$ cat config.mk
export PLATFORM = sky130hd
export DESIGN_NAME = motor_feedback_reader
export DESIGN_NICKNAME = d
export VERILOG_FILES = /design/src/rtl/motor_feedback_reader.sv
export SDC_FILE = /design/constraint.sdc
export NUM_CORES = 1
export LEC_CHECK = 0
export ABC_AREA = 1
export CAP_MARGIN = 25
export CORE_MARGIN = 3
export CORE_UTILIZATION = 61
export CTS_CLUSTER_SIZE = 20
export DETAILED_ROUTE_END_ITERATION = 8
export HOLD_SLACK_MARGIN = 0.02
export PLACE_DENSITY = 0.85
export SYNTH_ARGS = -nofsm -noshare
export SYNTH_HDL_FRONTEND = slang
export SYNTH_SLANG_ARGS = --single-unit
$ cat constraint.sdc
create_clock -name clk -period 8.87 [get_ports clk]
set_input_delay 1.774 -clock clk [delete_from_list [all_inputs] [get_ports clk]]
set_output_delay 1.774 -clock clk [all_outputs]
set_load 0.005 [all_outputs]
$ cat src/rtl/motor_feedback_reader.sv
// motor_feedback_reader
// Avalon-MM slave that counts rising edges on the motor tachometer/encoder
// pulse inputs over a fixed sample window. It publishes the counts of the last
// completed window, together with a window sequence number and per-channel
// overflow flags, so software can poll them.
module motor_feedback_reader #(
    parameter int unsigned NUM_CH        = 6,
    parameter int unsigned CNT_W         = 16,
    parameter int unsigned WINDOW_CYCLES = 5000000
) (
    input  logic              clk,
    input  logic              reset,
    input  logic              read,
    input  logic              write,
    input  logic [2:0]        addr,
    input  logic [31:0]       writedata,
    output logic [31:0]       readdata,
    input  logic [NUM_CH-1:0] GPIO_in
);

    localparam int unsigned      TW      = $clog2(WINDOW_CYCLES);
    localparam logic [CNT_W-1:0] CNT_MAX = '1;

    logic [NUM_CH-1:0] sync1;
    logic [NUM_CH-1:0] sync2;
    logic [NUM_CH-1:0] prev;
    logic [NUM_CH-1:0] rise;

    logic [NUM_CH-1:0] en_mask;
    logic [NUM_CH-1:0] en_eff;
    logic              ctrl_wr;
    logic              clr;

    logic [TW-1:0]     timer;
    logic              tc;

    logic [CNT_W-1:0]  live_cnt [NUM_CH];
    logic [CNT_W-1:0]  live_nxt [NUM_CH];
    logic [CNT_W-1:0]  snap_cnt [NUM_CH];
    logic [NUM_CH-1:0] live_ovf;
    logic [NUM_CH-1:0] ovf_nxt;
    logic [NUM_CH-1:0] snap_ovf;
    logic [15:0]       seq;

    logic [31:0]       rd_mux;
    logic              unused_wdata;

    assign ctrl_wr      = write && (addr == 3'd7);
    assign clr          = ctrl_wr && writedata[8];
    // A channel disabled by a write in this cycle must not count this cycle's edge.
    assign en_eff       = ctrl_wr ? writedata[NUM_CH-1:0] : en_mask;
    assign rise         = sync2 & ~prev;
    assign tc           = (timer == TW'(WINDOW_CYCLES - 1));
    assign unused_wdata = ^{writedata[31:9], writedata[7:NUM_CH]};

    // Two-flop synchroniser plus one delay flop for rising-edge detection.
    always_ff @(posedge clk) begin
        if (reset) begin
            sync1 <= '0;
            sync2 <= '0;
            prev  <= '0;
        end else begin
            sync1 <= GPIO_in;
            sync2 <= sync1;
            prev  <= sync2;
        end
    end

    // Channel enable mask, loaded by any write to the control register.
    always_ff @(posedge clk) begin
        if (reset) begin
            en_mask <= '1;
        end else if (ctrl_wr) begin
            en_mask <= writedata[NUM_CH-1:0];
        end
    end

    // Next live count/flag per channel: saturating increment, zero when disabled.
    always_comb begin
        ovf_nxt = '0;
        for (int unsigned i = 0; i < NUM_CH; i++) begin
            live_nxt[i] = live_cnt[i];
            if (!en_eff[i]) begin
                live_nxt[i] = '0;
            end else if (rise[i] && (live_cnt[i] != CNT_MAX)) begin
                live_nxt[i] = live_cnt[i] + CNT_W'(1);
            end
            ovf_nxt[i] = en_eff[i] && (live_ovf[i] || (live_nxt[i] == CNT_MAX));
        end
    end

    // Window timer, live counters and snapshot registers; clear beats terminal count.
    always_ff @(posedge clk) begin
        if (reset || clr) begin
            timer    <= '0;
            live_ovf <= '0;
            snap_ovf <= '0;
            seq      <= '0;
            for (int unsigned i = 0; i < NUM_CH; i++) begin
                live_cnt[i] <= '0;
                snap_cnt[i] <= '0;
            end
        end else if (tc) begin
            timer    <= '0;
            live_ovf <= '0;
            snap_ovf <= ovf_nxt;
            seq      <= seq + 16'd1;
            for (int unsigned i = 0; i < NUM_CH; i++) begin
                live_cnt[i] <= '0;
                snap_cnt[i] <= live_nxt[i];
            end
        end else begin
            timer    <= timer + TW'(1);
            live_ovf <= ovf_nxt;
            for (int unsigned i = 0; i < NUM_CH; i++) begin
                live_cnt[i] <= live_nxt[i];
            end
        end
    end

    // Read multiplexer over the current (pre-update) register values.
    always_comb begin
        rd_mux = '0;
        case (addr)
            3'd6: begin
                rd_mux[15:0]        = seq;
                rd_mux[16 +: NUM_CH] = snap_ovf;
            end
            3'd7: begin
                rd_mux[NUM_CH-1:0] = en_mask;
            end
            default: begin
                for (int unsigned i = 0; i < NUM_CH; i++) begin
                    if (addr == 3'(i)) begin
                        rd_mux = 32'(snap_cnt[i]);
                    end
                end
            end
        endcase
    end

    // Registered read data: one cycle latency, held until the next read.
    always_ff @(posedge clk) begin
        if (reset) begin
            readdata <= '0;
        end else if (read) begin
            readdata <= rd_mux;
        end
    end

endmodule

Yosys cells after proc, flatten, opt, wreduce, memory -nomap -nowiden
Memory sizes are Yosys's and may differ from the RTL's.
Cells that the tools add are included.
{"block": "classes", "add_sub_neg": 8, "n_mul": 0, "div_mod_pow": 0, "n_lt_le_gt_ge": 0, "eq_ne": 20, "shifts": 0, "mux": 48, "n_bitwise": 20, "n_reduce_logical": 24}
{"op": "two-way mux 16 bit", "n": 31}
{"op": "two-way mux 32 bit", "n": 5}
{"op": "adder 16 x 1 -> 16 bit, second input constant", "n": 7}
{"op": "equality test 16 bit, second input constant", "n": 6}
{"op": "!= test 16 bit, second input constant", "n": 6}
{"op": "case mux 16 bit (2 select lines)", "n": 1}
{"op": "adder 23 x 1 -> 23 bit, second input constant", "n": 1}
{"op": "equality test 23 bit, second input constant", "n": 1}
{"op": "OR 1 bit", "n": 18}
{"op": "logical AND 1 bit", "n": 14}
{"op": "equality test 3 bit, second input constant", "n": 4}
{"op": "case mux 6 bit (2 select lines)", "n": 1}
{"op": "two-way mux 10 bit", "n": 1}
{"op": "two-way mux 1 bit", "n": 8}
{"op": "logical OR 1 bit", "n": 7}
{"op": "AND 6 bit", "n": 1}
{"op": "equality test 3 x 2 -> 1 bit, second input constant", "n": 2}
{"op": "two-way mux 6 bit", "n": 1}
{"op": "NOT 6 bit", "n": 1}
{"op": "OR reduction 2 bit", "n": 2}
{"op": "equality test 3 x 1 -> 1 bit, second input constant", "n": 1}
{"op": "zero test 3 bit", "n": 1}
{"block": "word_totals", "register_bits": 107, "latch_bits": 0, "mem_bits_rw": 192, "mem_bits_ro": 0, "in_bits": 45, "output_inout_bits": 32, "wordCells": 131, "memories": 2}
{"memory": "live_cnt", "depth": 6, "word_bits": 16, "rd": 6, "rd_clocked_by_memory_dff": 0, "write_ports": 6, "line": "37", "rtl": "logic [CNT_W-1:0] live_cnt [NUM_CH];"}
{"memory": "snap_cnt", "depth": 6, "word_bits": 16, "rd": 6, "rd_clocked_by_memory_dff": 0, "write_ports": 6, "line": "39", "rtl": "logic [CNT_W-1:0] snap_cnt [NUM_CH];"}

Logic depth before layout (Yosys ltp)
Gate-level depths: netlist of run 1.
{"block": "depth", "ltp_word": 8, "depth_mapped": 17}

Worst setup path after synthesis of run 1
OpenSTA, ideal clock, no wires.
{"block": "synth_timing", "kind": "input-to-reg", "start": "in addr[0]", "end": "mem snap_cnt[0][0] (enable)", "setup_time_ns": 0.414, "t_arrival_ns": 3.893, "slack_ns": 4.563, "cell_stages": 9, "path_buffers": 3, "path_cell_list": "buf_4 nand2_4 nor2_8 nand2_8 clkinv_8 a21oi_4 nand2_1 buf_2 buf_2"}
{"item": "from (decl)", "line": "15", "rtl": "input logic [2:0] addr,"}
{"item": "to (decl)", "line": "39"}

==> metrics.yaml, run 1 <==
outcome: "completed"
netlist_instances: 2070
cts_hold_fix_bufs: 0
dr.pass1.iters: 6
tritoncts: "done"
cts_buf_count: 31
critical_path_required_ns: 9.16
yosysUniqueCellTypes: 48
max_stage_delay_ns: 0.65
ys_top_cells_by_area: "sky130_fd_sc_hd__edfxtp_1 (36%), sky130_fd_sc_hd__dfxtp_1 (12%), sky130_fd_sc_hd__nand2_1 (12%), sky130_fd_sc_hd__nor2_1 (10%), sky130_fd_sc_hd__nand3_1 (5.9%)"
met3_wirelength_microns: 3683
finish.net_count: 2238
vias: 14200
timing.fmax_mhz: 213.0
power_report.internal_total_uw: 2393
synth_edf_count: 192
grt_antenna_before_repair: 0
yosys.area.top_type: "sky130_fd_sc_hd__edfxtp_1"
grt_use_total_pct: 27.71
critical_path.cell_chain: "clkdlybuf4s50_1 > inv_2 > nor2_8 > nand2_8 > clkinv_8 > a21oi_4 > inv_1 > nor2_4 > inv_2 > buf_4 > nor2_1"
maxSlewHeadroom_pct: 29.55
ys_seq_area_share_pct: 48.47
synth-warning-count: 0
fillerInstances: 1945
layout_worst_path_cycle_share_pct: 52.94
y_dimension_of_the_die_microns: 167.5
hpwlAfterDp_microns: 27830
worstSkewPairLatency_ns: 0.57
signed_area_change_from_the_synthesized_netlist_to_the_final_layout_pct: 11.98
detailroute.wirelength.met2_microns: 18590
io_pins: 77
power_leakage_uw: 0.007501
dominant_cell_type_by_count_on_the_critical_path: "sky130_fd_sc_hd__inv_2"
clock_power_share_pct: 41.3
grt_pass1_vias: 12960
die_area_sq_mm: 0.02804
maxSlewViolCount: 0
power.switching_fraction_pct: 25.56
fp.dieW_microns: 167.5
drc: 0
critical_path_peak_fanout: 62
endpoint_kind: "flip-flop"
maxCapViolCount: 0
share_comb_of_total_power_pct: 10.0
worstPathBufferInverterCount: 6
initial_utilization_pct: 62.61
slowest_stage: "sky130_fd_sc_hd__clkdlybuf4s50_1"
finalSetupViolations: 0
setup_fix_buffers_added_after_clock_tree_synthesis: 0
finalPower_uw: 3215
finalWeightedCongestion: 0.9255
totalWireLength_microns: 39960
tightestPinTransition_ns: 1.053
tmin_final_ns: 4.696
wire_per_inst_microns: 15.73
crit_path_arrival_time_ns: 4.99
antenna_cells: 0
synth.top_cells.by_count: "sky130_fd_sc_hd__nand2_1 (511), sky130_fd_sc_hd__nor2_1 (435), sky130_fd_sc_hd__inv_1 (236)"
top_signal_layer_used: "met4"
totalNegativeSetupSlack_ns: 0
final_setup_skew_ns: 0.02668
power.sequential.fraction_pct: 48.7
cts_num_sinks: 289
ys_ff_latch: 289
power_per_cell_area_mw_per_mm2: 180.5
floorplan.core_area_sq_mm: 0.02540
p_switching_uw: 821.6
antenna_left: 0
first_pass_grt_wire_length_microns: 64140
power.ir.vdd_worst_uv: 185.3
path_class: "in2reg"
htree_num_levels: 1
cts.clk_slew.worst_paths_ns: 0.06
max-clock-path-buffers: 3
dr_vias_cell: 5.591
critical_path.startpoint_type: "primary input"
grt_max_degree: 84
grt_setup_unrepaired: "no"
syn_avg_cell_area_sq_um: 7.682
fp-row-count: 58
first_iter_violations: 1770
place.port_buffers: 41
synth_largest_type_area_fraction_pct: 36.26
proportion_of_layout_cells_with_a_drive_suffix_above_1_pct: 6.199
count_of_final_hold_check_violations: 0
cts.root.buffer_cell: "sky130_fd_sc_hd__clkbuf_16"
met1_length_microns: 16450
postSynth.asyncResetShare_pct: 0
ctsResizeCount: 0
kind_of_cell_with_the_highest_combined_delay_on_the_critical_path: "buffers and inverters"
overflow: 0
netlist_area_sq_mm: 0.01590
main_synth_ff_type: "sky130_fd_sc_hd__edfxtp_1"
worstHoldPathType: "reg2reg"
synthMostInstantiatedCell: "sky130_fd_sc_hd__nand2_1"
-- cells in the final DEF (no fill, tap or decap), types with 17 or more instances in the layout --
| cell type | n |
|---|---|
| sky130_fd_sc_hd__inv_1 | 236 |
| sky130_fd_sc_hd__nand2_1 | 510 |
| sky130_fd_sc_hd__conb_1 | 106 |
| sky130_fd_sc_hd__nor2_1 | 435 |
| sky130_fd_sc_hd__nand3_1 | 188 |
| sky130_fd_sc_hd__o21ai_0 | 53 |
| sky130_fd_sc_hd__clkbuf_16 | 32 |
| sky130_fd_sc_hd__edfxtp_1 | 192 |
| sky130_fd_sc_hd__xor2_1 | 21 |
| sky130_fd_sc_hd__dfxtp_1 | 97 |
| sky130_fd_sc_hd__clkdlybuf4s50_1 | 41 |
| sky130_fd_sc_hd__a21oi_1 | 49 |
| sky130_fd_sc_hd__nand4_1 | 56 |
| sky130_fd_sc_hd__nor3_1 | 17 |
| sky130_fd_sc_hd__nand3_2 | 41 |
-- power by group through the flow --
stage          Sequential, uW  Clock (uW)  Combinational [uW]
3_3_place_gp             1590           0                 300
3_5_place_dp             1590           0                 309
6_report                 1570        1330                 320
2_1_floorplan            1570           0                 223
4_1_cts                  1560        1330                 313
5_1_grt                  1570        1390                 354
-- cells by family after synthesis --
group / count (synthesis) / synth area share (%)
buffers and inverters: 315 / 8.459
flip-flops: 289 / 48.47
AO/OA/AOI/OAI: 139 / 5.209
AND/OR/NAND/NOR: 1290 / 35.70
other: 2 / 0.04723
XOR/XNOR: 27 / 1.487
adder cells (fa/ha/maj): 8 / 0.6295
-- layout make-up --
| type | instances | area (sq um) | share of cell area (%) |
|---|---|---|---|
| Clock inverter | 15 | 162.7 | 0.9134 |
| Timing Repair Buffer | 47 | 455.4 | 2.558 |
| Tap cell | 330 | 412.9 | 2.319 |
| Sequential cell | 289 | 7707 | 43.28 |
| Clock buffer | 43 | 882.1 | 4.954 |
| Multi-Input combinational cell | 1570 | 7247 | 40.70 |
| Inverter | 246 | 939.7 | 5.277 |
-- stage by stage --
| stage | hold WS [ns] | setup slack [ns] | area, sq um | cells | util (%) |
|---|---|---|---|---|---|
| 6_report | 0.4024 | 4.174 | 17810 | 2540 | 70.11 |
| 5_1_grt | 0.4277 | 3.976 | 17810 | 2540 | 70.11 |
| 4_1_cts | 0.4049 | 4.213 | 17810 | 2540 | 70.11 |
| 3_5_place_dp | 0.3962 | 3.687 | 16760 | 2482 | 66.00 |
| 3_3_place_gp | 0.3903 | 3.777 | 16760 | 2482 | 66.00 |
| 2_1_floorplan | 0.3883 | 4.563 | 16290 | 2174 | - |
-- flip-flops by register name (all words and copies together), names as in the netlist --
signal,count
en_mask,6
live_cnt,96
live_ovf,6
prev,6
readdata,22
seq,16
snap_cnt,96
snap_ovf,6
sync1,6
sync2,6
timer,23
-- final timing paths --
kind	start	endpoint	slack [ns]	cells after the start
max	addr[2]	snap_cnt[0][52]	4.17	11
min	sync1[3]	sync2[3]	0.40	2
max reg2reg	timer[0]	live_cnt[0][14]	5.70	9
min reg2reg	sync1[3]	sync2[3]	0.40	2
-- worst reg2reg max path: cells and delay by family, from the launching register on --
family / cells / cell delay [ns]
adder cells (fa/ha/maj): 1 / 0.17
AND/OR/NAND/NOR: 6 / 1.34
buffers and inverters: 2 / 1.00
flip-flops: 1 / 0.35
-- metal layers --
layer | vias to the layer above | GRT usage [%]
li1 | 6854 | -
met1 | 6503 | 38.86
met2 | 762 | 45.44
met3 | 82 | 3.423
met4 | 0 | 8.716
met5 | - | 0
Note: power is estimated with default switching activity, not from simulation.
==> run 2: changes to the inputs <==
CORE_UTILIZATION = 55   (was 61)
PLACE_DENSITY = 0.81   (was 0.85)
clock period = 3.9 ns   (was 8.87 ns; I/O delays follow)
==> metrics.yaml, run 2 (synthesis results as in run 1) <==
tightestPinTransition_ns: 1.006
endpoint_kind: "flip-flop"
largestRegisters: "live_cnt (96), snap_cnt (96), timer (23)"
place.port_buffers: 41
critical_path.startpoint_type: "primary input"
hpwlAfterDp_microns: 27880
fp-row-count: 61
power.ir.vdd_worst_uv: 319.0
htree_num_levels: 1
antenna_left: 0
regToRegSetupSlack_ns: 1.20
timing.rr.end: "live_ovf[4]"
timing.fmax_mhz: 342.3
grt_setup_unrepaired: "no"
signed_area_change_from_the_synthesized_netlist_to_the_final_layout_pct: 13.20
antenna_cells: 0
worstHoldPathType: "reg2reg"
finalWeightedCongestion: 0.9603
wire_per_inst_microns: 15.04
power_leakage_uw: 0.007562
maxSlewHeadroom_pct: 32.67
io_pins: 77
crit_path_arrival_time_ns: 3.43
cts_buf_count: 31
grt_use_total_pct: 24.91
setup_fix_buffers_added_after_clock_tree_synthesis: 0
worstRegToRegCells: 16
layout.cells.most_common_list: "sky130_fd_sc_hd__nand2_1 (510), sky130_fd_sc_hd__nor2_1 (435), sky130_fd_sc_hd__inv_1 (236), sky130_fd_sc_hd__edfxtp_1 (192), sky130_fd_sc_hd__nand3_1 (188)"
max-clock-path-buffers: 3
vias: 14110
power_per_cell_area_mw_per_mm2: 407.8
maxSlewViolCount: 0
whs_endpoint: "sync2[1]"
path_class: "in2reg"
critical_path_required_ns: 4.41
proportion_of_layout_cells_with_a_drive_suffix_above_1_pct: 6.721
dr_vias_cell: 5.437
grt_antenna_before_repair: 1
critical_path_peak_fanout: 21
layout_worst_path_cycle_share_pct: 74.91
outcome: "completed"
final_setup_skew_ns: 0.03910
overflow: 0
first_pass_grt_wire_length_microns: 63750
cts_hold_fix_bufs: 0
tritoncts: "done"
floorplan.core_area_sq_mm: 0.02816
worstSkewPairLatency_ns: 0.59
y_dimension_of_the_die_microns: 176.0
mostFrequentLayoutCell: "sky130_fd_sc_hd__nand2_1"
drc: 0
totalWireLength_microns: 39020
ctsResizeCount: 0
grt_max_degree: 93
finalSetupViolations: 0
worst_hold_startpoint: "sync1[1]"
cts.clk_slew.worst_paths_ns: 0.06
cts_num_sinks: 289
cts.root.buffer_cell: "sky130_fd_sc_hd__clkbuf_16"
fillerInstances: 2351
dr.pass1.iters: 8
first_iter_violations: 1464
crit-reg2reg-launch: "live_cnt[4][0]"
hold_path_depth: 2
finish.net_count: 2245
maxCapViolCount: 0
die_area_sq_mm: 0.03099
finalPower_uw: 7341
fp.dieW_microns: 176.0
totalNegativeSetupSlack_ns: 0
count_of_final_hold_check_violations: 0
initial_utilization_pct: 56.46
grt_pass1_vias: 12960
tmin_final_ns: 2.921
==> run 2: routing by layer <==
layer  global-route usage, %  wire, microns  share of wire [%]
met5                       0             17              0.044
met1                   35.06          16960                 43
met2                   40.47          18010                 46
met4                   8.116           1299                3.3
met3                   2.860           2732                7.0
==> run 2: area by class of cell <==
cell class | count | area (sq um) | area share, %
sequential | 289 | 7707 | 42.82
multi-input combinational | 1570 | 7247 | 40.26
inverter | 246 | 939.7 | 5.220
clock buffer | 39 | 867.1 | 4.817
timing repair buffer | 54 | 558.0 | 3.100
tap | 378 | 473.0 | 2.627
clock inverter | 19 | 209.0 | 1.161
==> run 2: worst max-delay path by stage <==
stage	start	endpoint	slack, ns	depth (start not counted)
after floorplan	addr[0]	snap_cnt[0][0]	0.59	9
after global placement	addr[2]	snap_ovf[3]	0.49	14
after detailed placement	addr[2]	live_ovf[3]	0.47	14
after CTS	addr[2]	live_ovf[0]	1.0	15
after global routing	addr[2]	live_ovf[1]	0.76	17
final	addr[2]	timer[22]	0.98	10
==> run 2: metrics by stage <==
stage          instance area [sq um]  cells  worst slack [ns]  util, %  hold slack (ns)
2_1_floorplan                  16290   2174            0.5866        -           0.3883
3_5_place_dp                   16920   2536            0.4672    60.07           0.3962
4_1_cts                        17990   2594            0.9976    63.89           0.4046
5_1_grt                        18000   2595            0.7601    63.92           0.4225
3_3_place_gp                   16920   2536            0.4863    60.07           0.3903
6_report                       18000   2595            0.9786    63.92           0.4035
==> run 2: critical path, stage by stage <==
cell and delay [ns]:
sky130_fd_sc_hd__clkdlybuf4s50_1 0.54, sky130_fd_sc_hd__inv_2 0.37, sky130_fd_sc_hd__nor2_8 0.12, sky130_fd_sc_hd__nand2_8 0.14, sky130_fd_sc_hd__clkinv_8 0.08, sky130_fd_sc_hd__a21oi_4 0.27, sky130_fd_sc_hd__nand2_4 0.24, sky130_fd_sc_hd__inv_1 0.48
sky130_fd_sc_hd__o21ai_0 0.20, sky130_fd_sc_hd__a21oi_1 0.18
==> run 2: power by group <==
part	internal [uW]	total [uW]	switching, uW
sequential	3440	3560	124
combinational	229	726	497
clock	1790	3050	1270
total	5450	7340	1890
